[config.mk]
export PLATFORM = sky130hd
export DESIGN_NAME = imm_encoder
export DESIGN_NICKNAME = d
export VERILOG_FILES = /design/src/rtl/imm_pkg.sv /design/src/rtl/imm_pack.sv /design/src/rtl/imm_encoder.sv
export SDC_FILE = /design/constraint.sdc
export NUM_CORES = 1
export LEC_CHECK = 0
export CAP_MARGIN = 20
export CORE_ASPECT_RATIO = 0.9
export CORE_UTILIZATION = 55
export CTS_BUF_LIST = sky130_fd_sc_hd__clkbuf_8
export DETAILED_ROUTE_END_ITERATION = 6
export HOLD_SLACK_MARGIN = 0.12
export MAX_ROUTING_LAYER = met4
export PLACE_DENSITY = 0.95
export SLEW_MARGIN = 10
export SYNTH_ARGS = -nofsm -noshare
export SYNTH_HDL_FRONTEND = slang
export SYNTH_SLANG_ARGS = --single-unit
[constraint.sdc]
create_clock -name i_clk -period 3 [get_ports i_clk]
set_clock_uncertainty 0.15 [all_clocks]
set_input_delay 0.9 -clock i_clk [delete_from_list [all_inputs] [get_ports i_clk]]
set_output_delay 0.9 -clock i_clk [all_outputs]
set_load 0.005 [all_outputs]
[src/rtl/imm_pkg.sv]
// Shared definitions for the immediate encoder/decoder pair: format selects,
// legal immediate ranges and the per-format range check.
package imm_pkg;

    typedef enum logic [2:0] {
        IMM_I  = 3'd0,
        IMM_IS = 3'd1,
        IMM_S  = 3'd2,
        IMM_B  = 3'd3,
        IMM_U  = 3'd4,
        IMM_J  = 3'd5
    } imm_sel_e;

    localparam int signed IMM12_MIN = -32'sd2048;
    localparam int signed IMM12_MAX =  32'sd2047;
    localparam int signed IMM13_MIN = -32'sd4096;
    localparam int signed IMM13_MAX =  32'sd4094;
    localparam int signed IMM21_MIN = -32'sd1048576;
    localparam int signed IMM21_MAX =  32'sd1048574;

    // Returns 1 when imm cannot be represented in the format chosen by sel
    // (out of range, misaligned, or an undefined select).
    function automatic logic imm_range_err(input logic [2:0] sel, input logic [31:0] imm);
        logic err;
        case (sel)
            IMM_I, IMM_S: err = ($signed(imm) < IMM12_MIN) || ($signed(imm) > IMM12_MAX);
            IMM_IS:       err = (imm[31:5] != 27'd0);
            IMM_B:        err = ($signed(imm) < IMM13_MIN) || ($signed(imm) > IMM13_MAX) || imm[0];
            IMM_U:        err = (imm[11:0] != 12'd0);
            IMM_J:        err = ($signed(imm) < IMM21_MIN) || ($signed(imm) > IMM21_MAX) || imm[0];
            default:      err = 1'b1;
        endcase
        return err;
    endfunction

endpackage

[src/rtl/imm_pack.sv]
// Combinational immediate packer: scatters imm bits into the format-specific
// instruction fields of a base word. Erroneous requests get zeroed fields.
module imm_pack
    import imm_pkg::*;
(
    input  logic [2:0]  i_sel,
    input  logic [31:0] i_imm,
    input  logic [31:0] i_base,
    input  logic        i_err,
    output logic [31:0] o_instr
);

    logic [31:0] imm_s;

    // Flagged immediates contribute nothing so a bad request cannot leak bits.
    assign imm_s = i_err ? 32'd0 : i_imm;

    // Overlay the immediate fields of the selected format onto the base word.
    always_comb begin
        o_instr = i_base;
        case (i_sel)
            IMM_I:  o_instr[31:20] = imm_s[11:0];
            IMM_IS: o_instr[24:20] = imm_s[4:0];
            IMM_S: begin
                o_instr[31:25] = imm_s[11:5];
                o_instr[11:7]  = imm_s[4:0];
            end
            IMM_B: begin
                o_instr[31]    = imm_s[12];
                o_instr[30:25] = imm_s[10:5];
                o_instr[11:8]  = imm_s[4:1];
                o_instr[7]     = imm_s[11];
            end
            IMM_U:  o_instr[31:12] = imm_s[31:12];
            IMM_J: begin
                o_instr[31]    = imm_s[20];
                o_instr[30:21] = imm_s[10:1];
                o_instr[20]    = imm_s[11];
                o_instr[19:12] = imm_s[19:12];
            end
            default: o_instr = i_base;
        endcase
    end

endmodule

[src/rtl/imm_encoder.sv]
// Immediate encoder: two-stage valid/ready pipeline that range-checks and packs
// immediates into instruction words, tagging each with a sequential IMEM address.
module imm_encoder
    import imm_pkg::*;
#(
    parameter int                  P_ADDR_W    = 32,
    parameter logic [P_ADDR_W-1:0] P_BASE_ADDR = '0,
    parameter int                  P_ERRCNT_W  = 8
) (
    input  logic                  i_clk,
    input  logic                  i_rst_n,
    input  logic                  i_clr,
    input  logic                  i_valid,
    output logic                  o_ready,
    input  logic [2:0]            i_imm_sel,
    input  logic [31:0]           i_imm,
    input  logic [31:0]           i_base,
    output logic                  o_valid,
    input  logic                  i_ready,
    output logic [31:0]           o_instr,
    output logic [P_ADDR_W-1:0]   o_addr,
    output logic                  o_err,
    output logic [P_ERRCNT_W-1:0] o_err_cnt
);

    localparam logic [P_ERRCNT_W-1:0] CNT_MAX = {P_ERRCNT_W{1'b1}};

    // Stage 1: captured request plus its range-check verdict.
    logic                  s1_valid_q, s1_valid_d;
    logic [2:0]            s1_sel_q,   s1_sel_d;
    logic [31:0]           s1_imm_q,   s1_imm_d;
    logic [31:0]           s1_base_q,  s1_base_d;
    logic                  s1_err_q,   s1_err_d;
    // Stage 2: packed word presented on the output.
    logic                  s2_valid_q, s2_valid_d;
    logic [31:0]           instr_q,    instr_d;
    logic                  err_q,      err_d;
    // Address and error bookkeeping.
    logic [P_ADDR_W-1:0]   addr_q,     addr_d;
    logic [P_ERRCNT_W-1:0] err_cnt_q,  err_cnt_d;

    logic        s2_ready_s;
    logic        s1_move_s;
    logic        accept_s;
    logic        out_hs_s;
    logic [31:0] packed_s;

    imm_pack u_pack (
        .i_sel   (s1_sel_q),
        .i_imm   (s1_imm_q),
        .i_base  (s1_base_q),
        .i_err   (s1_err_q),
        .o_instr (packed_s)
    );

    // Handshake: a stage may load when it is empty or its content leaves this cycle.
    assign s2_ready_s = !s2_valid_q || i_ready;
    assign s1_move_s  = s1_valid_q && s2_ready_s;
    assign o_ready    = !s1_valid_q || s2_ready_s;
    assign accept_s   = i_valid && o_ready;
    assign out_hs_s   = s2_valid_q && i_ready;

    // Next-state for stage 1: take a new request, empty on move-out, else hold.
    always_comb begin
        s1_valid_d = s1_valid_q;
        s1_sel_d   = s1_sel_q;
        s1_imm_d   = s1_imm_q;
        s1_base_d  = s1_base_q;
        s1_err_d   = s1_err_q;
        if (accept_s) begin
            s1_valid_d = 1'b1;
            s1_sel_d   = i_imm_sel;
            s1_imm_d   = i_imm;
            s1_base_d  = i_base;
            s1_err_d   = imm_range_err(i_imm_sel, i_imm);
        end else if (s1_move_s) begin
            s1_valid_d = 1'b0;
        end else begin
            s1_valid_d = s1_valid_q;
        end
    end

    // Next-state for stage 2: data only changes when a word moves in, so a
    // stalled output stays stable.
    always_comb begin
        s2_valid_d = s2_valid_q;
        instr_d    = instr_q;
        err_d      = err_q;
        if (s2_ready_s) begin
            s2_valid_d = s1_valid_q;
        end else begin
            s2_valid_d = s2_valid_q;
        end
        if (s1_move_s) begin
            instr_d = packed_s;
            err_d   = s1_err_q;
        end else begin
            instr_d = instr_q;
            err_d   = err_q;
        end
    end

    // Next-state for address and saturating error counter; clear beats handshake.
    always_comb begin
        addr_d    = addr_q;
        err_cnt_d = err_cnt_q;
        if (i_clr) begin
            addr_d    = P_BASE_ADDR;
            err_cnt_d = {P_ERRCNT_W{1'b0}};
        end else if (out_hs_s) begin
            addr_d = addr_q + P_ADDR_W'(32'd4);
            if (err_q && (err_cnt_q != CNT_MAX)) begin
                err_cnt_d = err_cnt_q + P_ERRCNT_W'(1'b1);
            end else begin
                err_cnt_d = err_cnt_q;
            end
        end else begin
            addr_d    = addr_q;
            err_cnt_d = err_cnt_q;
        end
    end

    // State registers with synchronous active-low reset dropping in-flight words.
    always_ff @(posedge i_clk) begin
        if (!i_rst_n) begin
            s1_valid_q <= 1'b0;
            s1_sel_q   <= 3'd0;
            s1_imm_q   <= 32'd0;
            s1_base_q  <= 32'd0;
            s1_err_q   <= 1'b0;
            s2_valid_q <= 1'b0;
            instr_q    <= 32'd0;
            err_q      <= 1'b0;
            addr_q     <= P_BASE_ADDR;
            err_cnt_q  <= {P_ERRCNT_W{1'b0}};
        end else begin
            s1_valid_q <= s1_valid_d;
            s1_sel_q   <= s1_sel_d;
            s1_imm_q   <= s1_imm_d;
            s1_base_q  <= s1_base_d;
            s1_err_q   <= s1_err_d;
            s2_valid_q <= s2_valid_d;
            instr_q    <= instr_d;
            err_q      <= err_d;
            addr_q     <= addr_d;
            err_cnt_q  <= err_cnt_d;
        end
    end

    assign o_valid   = s2_valid_q;
    assign o_instr   = instr_q;
    assign o_err     = err_q;
    assign o_addr    = addr_q;
    assign o_err_cnt = err_cnt_q;

endmodule

==> metrics.md, run 1 <==
| Metric | Value |
|---|---|
| Synth unique cells | a little under 60 |
| Clock transition at the registers of the reported paths | about 70 ps |
| DIE AREA | about 12000 um^2 |
| Crit path from | i_ready |
| Leak | between 3 and 4 nW |
| Vias per cell | roughly 5.6 |
| Clock root buffer | clkbuf_8 |
| Largest stage delay on the critical path | between 400 and 500 ps |
| RePlAce Congestion | around 0.89 |
| Drt total wl | between 15 and 20 mm |
| Status | complete, but fails checks |
| Post-route minimum period | 2830 ps |
| Top_reg_cell synth | dfxtp_1 |
| Asr flop ratio synth | 0% |
| #FFs+latches synth | around 140 |
| Cts bufs inserted | 17 |
| Critical R2R Launch | s1_sel_q[1]$_SDFFE_PN0P_ |
| Clock tree buffer depth | 2 |
| Hold path start | o_instr[2]$_SDFFE_PN0P_ |
| Max-slew violations | 0 |
| Crit-path slowest cell | clkdlybuf4s50_1 |
| Antenna cells | 0 |
| Seq/Total Area, Yosys | around 45% |
| Fin. Hold Viols | 0 |
| Synth warnings | 0 |
| Wire per inst | 15.7 um |
| FP Rows | 36 |
| Detailed placement HPWL | between 10 and 15 mm |
| Fmax | about 0.35 GHz |
| Worst EP arrival | between 1500 and 2000 ps |
| Die height | 104 um |
| Overall Global Routing Usage | roughly 29% |
| Hold buffers post-CTS | 0 |
| Fin nets | between 900 and 1000 |
| Critical path, cell by cell | clkdlybuf4s50_1 -> nand3b_1 -> dlygate4sd2_1 |
| Synth Instances | about 750 |
| DR DRC count | 1 |
| Initial DRC Count | 561 |
| Post-detailed-route count of antenna-violating nets | 0 |
| Vias in the first global route | between 5000 and 6000 |
| Failing checks | DRC |
| Effective utilization at floorplan | around 57% |
| Core box area | 11000 um^2 |
| Setup crit end kind | output pin |
| CP required | just under 2000 ps |
| Final WS setup | 166 ps |
| Max VDD drop | approximately 0.27 mV |
| Number of max-cap violations | 0 |
| Layout area overhead | 31.2% |
| Post-synth EDFFs | 0 |
| Cell Pwr Density | 476 nW/um^2 |
| Port Buf Inserts | ~140 |
| Vias after detailed routing | roughly 6000 |
| Relative slew slack | around 50% |
| Largest net degree at the start of global routing | 68 |
| Mapped Area | about 6300 um^2 |
| Hold WS | 312 ps |
| Setup Slack @ Placement | -59.3 ps |
| Least-Margin Pin Slew | roughly 750 ps |
| Critical Path Start Type | input pin |
| CTS sink cnt | 141 |
| Crit-path max FO | 2 |
| HP Class | flop to flop |
| Num ports | about 150 |
| Setup CP Type | input pin to output pin |
| Die width | approximately 110 um |
| CTS tree | yes |
| Fraction of layout cells with a size suffix above 1 | 7.85% |
| Initial DRT Pass Iterations | 7 |
| Setup-failing EPs final | 0 |
| Initial antenna violation count | 0 |
| Part of the cycle the worst path needs | between 90% and 100% |
| Setup_tns | 0 ps |
| H-tree levels | 4 |
| Grt total ovfl | 0 |
| Average instance area after synthesis | about 8.5 um^2 |
| RSZ-0062 raised after global routing | no |
| First-pass GRT wire length | 26.5 mm |
| Later-pin clock latency in the skew report | between 400 and 500 ps |
[cells by family after synthesis]
kind of cell             count (synthesis)  synth area share, %
other                                    1               0.0594
buffers and inverters                   69                 4.85
AO/OA/AOI/OAI                          161                 19.8
multiplexers                             3                0.475
AND/OR/NAND/NOR                        336                 25.1
adder cells (fa/ha/maj)                  2                0.396
XOR/XNOR                                33                 4.58
flip-flops                             141                 44.7
[flip-flops by register name, indices dropped and copies added (netlist names)]
register / count
o_instr: 32
s1_sel_q: 3
o_err: 1
o_valid: 1
s1_base_q: 32
s1_err_q: 1
o_err_cnt: 8
s1_valid_q: 1
o_addr: 30
s1_imm_q: 32
[critical path, delay by kind of cell]
family | cells | cell delay (ps)
buf+inv | 2 | 710
simple gates | 1 | 180
[synthesized netlist by cell type, types with 10 or more instances]
master | n | area [um^2]
o311ai_0 | 10 | 87.6
clkbuf_1 | 29 | 109
buf_2 | 14 | 70.1
nor3_1 | 13 | 65.1
dfxtp_1 | 141 | 2820
nor2_1 | 48 | 180
xnor2_1 | 24 | 210
o211a_1 | 23 | 230
a21oi_1 | 11 | 55.1
nand3_1 | 21 | 105
nand2_1 | 191 | 717
inv_1 | 17 | 63.8
a21boi_0 | 77 | 578
[cell usage in the layout, fill, tap and decap left out, drive strengths merged, types with 7 or more instances in the layout]
master	n
a21boi	77
a21oi	11
a22oi	8
buf	22
clkbuf	17
clkdlybuf4s50	142
clkinv	8
dfxtp	141
inv	19
nand2	191
nand3	23
nand3b	9
nand4	10
nor2	48
nor3	13
nor4	12
o211a	23
o211ai	7
o21ai	8
o311ai	10
xnor2	24
xor2	9
[stage by stage]
stage          power [W]  util, %  area [um^2]  instances
2_1_floorplan    0.00226        -         6320        747
3_3_place_gp     0.00249     71.9         7910       1012
3_5_place_dp     0.00250     71.9         7910       1012
4_1_cts          0.00395     75.4         8290       1044
5_1_grt          0.00408     75.4         8290       1044
6_report         0.00394     75.4         8290       1044
[metal layers]
layer	up-vias	GRT usage, %	wire length [um]
met5	-	-	0
met4	0	9.65	366
met3	44	6.67	1170
met2	250	47.6	7960
met1	2738	34.1	6880
li1	2827	-	-
[report_power, final]
group          internal (W)  total [W]  switching [W]
Combinational      0.000239   0.000453       0.000214
Sequential          0.00195    0.00202      0.0000644
Clock              0.000735    0.00147       0.000740
[cell type report]
type	count	area, um^2
clock buffer	17	234
clock inverter	15	150
fill	792	2700
inverter	17	63.8
multi-input combinational	537	3200
sequential	141	2820
tap	152	190
timing repair buffer	165	1630
[final timing paths]
check                        endpoint  slack (ps)  depth (start not counted)
max                           o_ready         170                          3
min           o_instr[2]$_SDFFE_PN0P_         310                          2
max reg2reg  o_instr[26]$_SDFFE_PN0P_         870                          5
min reg2reg   o_instr[2]$_SDFFE_PN0P_         310                          2
[what timing repair did]
action / in CTS / in global routing
setup buffers: 0 / 0
endpoints found under the setup margin: 1 / 0
resized for setup: 1 / 0
(Power assumes the default switching activity.)
==> run 2: changes to the inputs <==
Settings changed: PLACE_DENSITY 0.95 to 0.93.
==> run 2 against run 1 <==
  * The run now ends clean
  * Sequential power about the same
  * Combinational power about the same
  * Final area up 0.18%
  * Register-to-register slack about the same
  * Via count up 0.14%
  * Utilization up 0.14 points
  * Wire length up 0.58%
  * Fmax about the same
  * Hold slack better by 1.7 ps
  * Largest power group unchanged
==> metrics.md, run 2 (synthesized netlist as in run 1, its figures left out) <==
| Metric | Value |
|---|---|
| DIE AREA | 11900 um^2 (unchanged) |
| DR DRC count | 0 (was 1) |
| Effective utilization at floorplan | 57.5% (unchanged) |
| Post-route minimum period | 2830 ps (about the same) |
| Initial antenna violation count | 0 (unchanged) |
| RSZ-0062 raised after global routing | no (unchanged) |
| Commonest non-fill, non-tap cells in the layout | nand2_1, clkdlybuf4s50_1, dfxtp_1, a21boi_0, nor2_1 (unchanged) |
| Post-CTS Resized | 1 (unchanged) |
| H-tree levels | 4 (unchanged) |
| Levels on crit path | 3 (unchanged) |
| Cts bufs inserted | 17 (unchanged) |
| Critical Path Start Type | input pin (unchanged) |
| Num ports | 147 (unchanged) |
| Critical path, cell by cell | clkdlybuf4s50_1 -> nand3b_1 -> dlygate4sd2_1 (unchanged) |
| Switching share of total power | 23.8% (was 25.8%) |
| Wire per inst | 15.8 um (was 15.7 um) |
| Critical R2R Launch | s1_sel_q[1]$_SDFFE_PN0P_ (unchanged) |
| Grt total ovfl | 0 (unchanged) |
| Fraction of layout cells with a size suffix above 1 | 7.42% (was 7.85%) |
| Port Buf Inserts | 144 (unchanged) |
| Die height | 104 um (unchanged) |
| Sw Pwr | 0.000979 W (was 0.00102 W) |
| Clock root buffer | clkbuf_8 (unchanged) |
| Delay-heaviest family, CP | buffers and inverters (unchanged) |
| Util after Layout | 75.5% (was 75.4%) |
| Least-Margin Pin Slew | 774 ps (was 745 ps) |
| # placed instances | 1009 (was 1012) |
| HP Class | flop to flop (unchanged) |
| Setup Fix Bufs, Post-CTS | 0 (unchanged) |
| Worst EP arrival | 1780 ps (about the same) |
| Crit path from | i_ready (unchanged) |
| Crit-path slowest cell | clkdlybuf4s50_1 (unchanged) |
| Setup CP Type | input pin to output pin (unchanged) |
| Vias in the first global route | 5730 (was 5547) |
| Cell Pwr Density | 494 nW/um^2 (was 476 nW/um^2) |
| Clock share of power | 40.0% (was 37.4%) |
| Status | finished clean (was complete, but fails checks) |
| First-pass GRT wire length | 26.7 mm (was 26.5 mm) |
| Die width | 115 um (unchanged) |
| Hold path start | s1_imm_q[28]$_SDFFE_PN0P_ (was o_instr[2]$_SDFFE_PN0P_) |
| CTS tree | yes (unchanged) |
| Leak | 3.13 nW (was 3.11 nW) |
| FP Rows | 36 (unchanged) |
| RePlAce Congestion | 0.920 (was 0.893) |
| Initial DRC Count | 497 (was 561) |
| Number of max-cap violations | 0 (unchanged) |
| Fin nets | 950 (was 953) |
| Part of the cycle the worst path needs | 94.4% (was 94.5%) |
| Overall Global Routing Usage | 29.1% (was 28.8%) |
| Vias per cell | 5.64 (was 5.61) |
| Later-pin clock latency in the skew report | 440 ps (about the same) |
| Finished Layout Cells | 1041 (was 1044) |
| Worst Hold Depth | 2 (unchanged) |
| Setup-failing EPs final | 0 (unchanged) |
| Max-slew violations | 0 (unchanged) |
| Pint | 0.00313 W (was 0.00293 W) |
| Relative slew slack | 47.9% (was 49.8%) |
| Sequential Power Share | 49.0% (was 51.1%) |
| Post-detailed-route count of antenna-violating nets | 0 (unchanged) |
| Vias after detailed routing | 5867 (was 5859) |
| Fin. Hold Viols | 0 (unchanged) |
| CTS sink cnt | 141 (unchanged) |
| Hold buffers post-CTS | 0 (unchanged) |
| Commonest non-fill, non-tap cell in the layout | nand2_1 (unchanged) |
| Drt total wl | 16.5 mm (was 16.4 mm) |
| Initial DRT Pass Iterations | 6 (was 7) |
| Buf/Inv on CP | 2 (unchanged) |
| Worst r2r path cells | 5 (unchanged) |
| CP required | 1950 ps (about the same) |
| Clock tree buffer depth | 2 (unchanged) |
| Layout area overhead | 31.4% (was 31.2%) |
| Max VDD drop | 0.325 mV (was 0.271 mV) |
| Crit-path max FO | 2 (unchanged) |
| Antenna cells | 0 (unchanged) |
| Largest net degree at the start of global routing | 68 (unchanged) |
| Core box area | 11000 um^2 (unchanged) |
| Detailed placement HPWL | 11.9 mm (was 11.5 mm) |
| Fmax | 0.353 GHz (about the same) |
| Setup crit end kind | output pin (unchanged) |
| Clock transition at the registers of the reported paths | 80 ps (was 70 ps) |
| Largest stage delay on the critical path | 420 ps (was 430 ps) |
| Combinational share of power | 11.0% (was 11.5%) |
-- run 2: changes by cell type in the layout (fill, tap and decap cells not counted), moves of 2 or more --
| cell | previous run | this run |
|---|---|---|
| buf_4 | 18 | 16 |
| bufinv_16 | 2 | 4 |
| clkbuf_8 | 17 | 19 |
| clkinv_4 | 4 | 2 |
| clkinvlp_4 | 3 | 1 |
-- run 2: path summary, 6_finish.rpt --
check                                    to  slack (ps)
hold / removal    s1_imm_q[28]$_SDFFE_PN0P_         310
setup / recovery                    o_ready         170
setup reg to reg   o_instr[25]$_SDFFE_PN0P_         860
hold reg to reg   s1_imm_q[28]$_SDFFE_PN0P_         310
-- run 2: layout make-up --
class	count	area, um^2
Clock inverter	13	173
Fill cell	761	2690
Multi-Input combinational cell	537	3200
Tap cell	152	190
Sequential cell	141	2820
Inverter	17	63.8
Timing Repair Buffer	162	1600
Clock buffer	19	262
-- run 2: routing by layer --
metal,GRT usage (%),wire (um),vias up
met1,34.7,7040,2771
met5,-,0,-
met3,5.62,1010,41
met4,12.4,441,0
met2,47.5,7990,235
li1,-,-,2820
-- run 2: per-stage QoR --
stage / setup TNS, ps / hold WS, ps / worst slack [ps] / cell area (um^2) / total power [W]
2_1_floorplan: 0 / 291 / 704 / 6320 / 0.00226
3_3_place_gp: -64.7 / 295 / -64.7 / 7870 / 0.00248
3_5_place_dp: -71.4 / 306 / -71.4 / 7870 / 0.00250
4_1_cts: 0 / 316 / 159 / 8300 / 0.00411
5_1_grt: 0 / 341 / 124 / 8300 / 0.00425
6_report: 0 / 314 / 169 / 8300 / 0.00411
-- run 2: power groups by stage --
stage	Sequential (W)	Combinational [W]	Clock [W]
global route	0.00202	0.000492	0.00174
detailed placement	0.00205	0.000446	0
CTS	0.00201	0.000450	0.00165
global placement	0.00205	0.000431	0
floorplan	0.00203	0.000227	0
finish	0.00201	0.000452	0.00164
-- run 2: worst register-to-register path, cell delays in order, from the launching register on --
cell      delay [ps]
dfxtp_1          680
nand2b_1         390
o21ai_2          280
a22oi_1          180
o211ai_1         230
o211a_1          180
==> run 3: changes to the inputs <==
Settings changed: GPL_ROUTABILITY_DRIVEN set to 0, REMOVE_ABC_BUFFERS set to 1.
==> run 3 against run 2 <==
  * Non-clock buffer count down 1
  * Via count about the same
  * Final area down 0.56%
  * Global-route usage about the same
  * Fmax down 0.27%
  * Register-to-register slack about the same
  * Largest power group unchanged
  * Setup slack worse by 7.6 ps
  * Hold slack better by 0.94 ps
  * Sequential share of layout area up 0.19 points
==> metrics.md, run 3 (synthesized netlist as in run 1, its figures left out) <==
| Metric | Value |
|---|---|
| Overall Global Routing Usage | 29.0% (was 29.1%) |
| CTS tree | yes (unchanged) |
| Clock root buffer | clkbuf_8 (unchanged) |
| Setup Fix Bufs, Post-CTS | 0 (unchanged) |
| DR DRC count | 0 (unchanged) |
| HP Class | flop to flop (unchanged) |
| Fmax | 0.352 GHz (was 0.353 GHz) |
| Vias in the first global route | 5786 (was 5730) |
| Port Buf Inserts | 144 (unchanged) |
| Multi-input combinational cell area | 3200 um^2 (unchanged) |
| Relative slew slack | 49.0% (was 47.9%) |
| Sw Pwr | 0.000960 W (was 0.000979 W) |
| Fin nets | 949 (was 950) |
| Setup CP Type | input pin to output pin (unchanged) |
| Cell Pwr Density | 479 nW/um^2 (was 494 nW/um^2) |
| Largest net degree at the start of global routing | 68 (unchanged) |
| Fill cells | 781 (was 761) |
| DIE AREA | 11900 um^2 (unchanged) |
| Register area | 2820 um^2 (unchanged) |
| Post-route minimum period | 2840 ps (was 2830 ps) |
| Initial antenna violation count | 0 (unchanged) |
| Post-detailed-route count of antenna-violating nets | 0 (unchanged) |
| Setup crit end kind | output pin (unchanged) |
| Critical Path Start Type | input pin (unchanged) |
| Setup-failing EPs final | 0 (unchanged) |
| Part of the cycle the worst path needs | 94.6% (was 94.4%) |
| Setup Slack @ Placement | -71.3 ps (was -71.4 ps) |
| Hold buffers post-CTS | 0 (unchanged) |
| Vias per cell | 5.65 (was 5.64) |
| Initial DRT Pass Iterations | 5 (was 6) |
| Worst EP arrival | 1790 ps (was 1780 ps) |
| Layout area overhead | 30.7% (was 31.4%) |
| CP required | 1950 ps (about the same) |
| Detailed placement HPWL | 11.4 mm (was 11.9 mm) |
| Number of max-cap violations | 0 (unchanged) |
| Max VDD drop | 0.375 mV (was 0.325 mV) |
| Antenna cells | 0 (unchanged) |
| Least-Margin Pin Slew | 756 ps (was 774 ps) |
| Clock share of power | 37.7% (was 40.0%) |
| Later-pin clock latency in the skew report | 440 ps (about the same) |
| FP Rows | 36 (unchanged) |
| Wire per inst | 15.6 um (was 15.8 um) |
| Effective utilization at floorplan | 57.5% (unchanged) |
| RSZ-0062 raised after global routing | no (unchanged) |
| Die width | 115 um (unchanged) |
| Num ports | 147 (unchanged) |
| Post-CTS Resized | 1 (unchanged) |
| Clock transition at the registers of the reported paths | 70 ps (was 80 ps) |
| Status | finished clean (unchanged) |
| Fin. Hold Viols | 0 (unchanged) |
| Commonest non-fill, non-tap cell in the layout | nand2_1 (unchanged) |
| Drt total wl | 16.2 mm (was 16.5 mm) |
| Final WS setup | 161 ps (was 169 ps) |
| Fraction of layout cells with a size suffix above 1 | 7.22% (was 7.42%) |
| H-tree levels | 4 (unchanged) |
| Switching share of total power | 24.3% (was 23.8%) |
| Die height | 104 um (unchanged) |
| Clock tree buffer depth | 2 (unchanged) |
| Initial DRC Count | 596 (was 497) |
| Pint | 0.00299 W (was 0.00313 W) |
| First-pass GRT wire length | 26.7 mm (about the same) |
| Core box area | 11000 um^2 (unchanged) |
| CTS sink cnt | 141 (unchanged) |
| Grt total ovfl | 0 (unchanged) |
| Cts bufs inserted | 17 (unchanged) |
| Combinational share of power | 11.3% (was 11.0%) |
| Max-slew violations | 0 (unchanged) |
| Crit-path max FO | 2 (unchanged) |
| Post-layout total power | 0.00395 W (was 0.00411 W) |
| Commonest non-fill, non-tap cells in the layout | nand2_1, clkdlybuf4s50_1, dfxtp_1, a21boi_0, nor2_1 (unchanged) |
| Vias after detailed routing | 5869 (was 5867) |
| Sequential Power Share | 50.9% (was 49.0%) |
| Leak | 3.11 nW (was 3.13 nW) |
## run 3: changes by cell type in the layout (fill, tap and decap cells not counted)
cell / before / now
buf_12: 2 / 3
buf_4: 16 / 14
bufinv_16: 4 / 2
clkbuf_8: 19 / 21
clkinv_2: 4 / 6
clkinv_4: 2 / 0
clkinvlp_4: 1 / 0
inv_1: 19 / 18
## run 3: power groups by stage
stage	clock [W]	sequential, W	combinational (W)
floorplan	0	0.00204	0.000183
global placement	0	0.00205	0.000430
detailed placement	0	0.00205	0.000443
CTS	0.00151	0.00201	0.000446
global route	0.00159	0.00202	0.000488
finish	0.00149	0.00201	0.000448
## run 3: worst paths after layout
path | from | endpoint | slack (ps) | cells after the start
min reg2reg | s1_base_q[1]$_SDFFE_PN0P_ | s1_base_q[1]$_SDFFE_PN0P_ | 320 | 2
max | i_ready | o_ready | 160 | 3
min | s1_base_q[1]$_SDFFE_PN0P_ | s1_base_q[1]$_SDFFE_PN0P_ | 320 | 2
max reg2reg | s1_sel_q[1]$_SDFFE_PN0P_ | o_instr[25]$_SDFFE_PN0P_ | 850 | 5
## run 3: per-layer routing
metal	GRT usage (%)	up-vias	wire [um]
met5	-	-	0
met4	11.2	0	292
met3	8.43	36	1240
met2	45.6	264	7810
met1	34.9	2754	6900
li1	-	2815	-
## run 3: critical path: stages
cell and delay (ps):
clkdlybuf4s50_1 430, nand3b_1 180, dlygate4sd2_1 280
## run 3: metrics by stage
step                      std cells  utilization (%)  area, um^2  setup TNS (ps)  hold WS (ps)
after floorplan                 695                -        6080               0           291
after global placement         1008             71.7        7880           -63.7           297
after detailed placement       1008             71.7        7880           -71.3           306
after CTS                      1038             75.1        8260               0           317
after global routing           1038             75.1        8260               0           336
final                          1038             75.1        8260               0           315
## run 3: area by class of cell
| class | count | area share, % |
|---|---|---|
| sequential | 141 | 34.2 |
| clock buffer | 21 | 3.50 |
| inverter | 17 | 0.773 |
| clock inverter | 9 | 1.14 |
| tap | 152 | 2.30 |
| multi-input combinational | 537 | 38.7 |
| timing repair buffer | 161 | 19.4 |
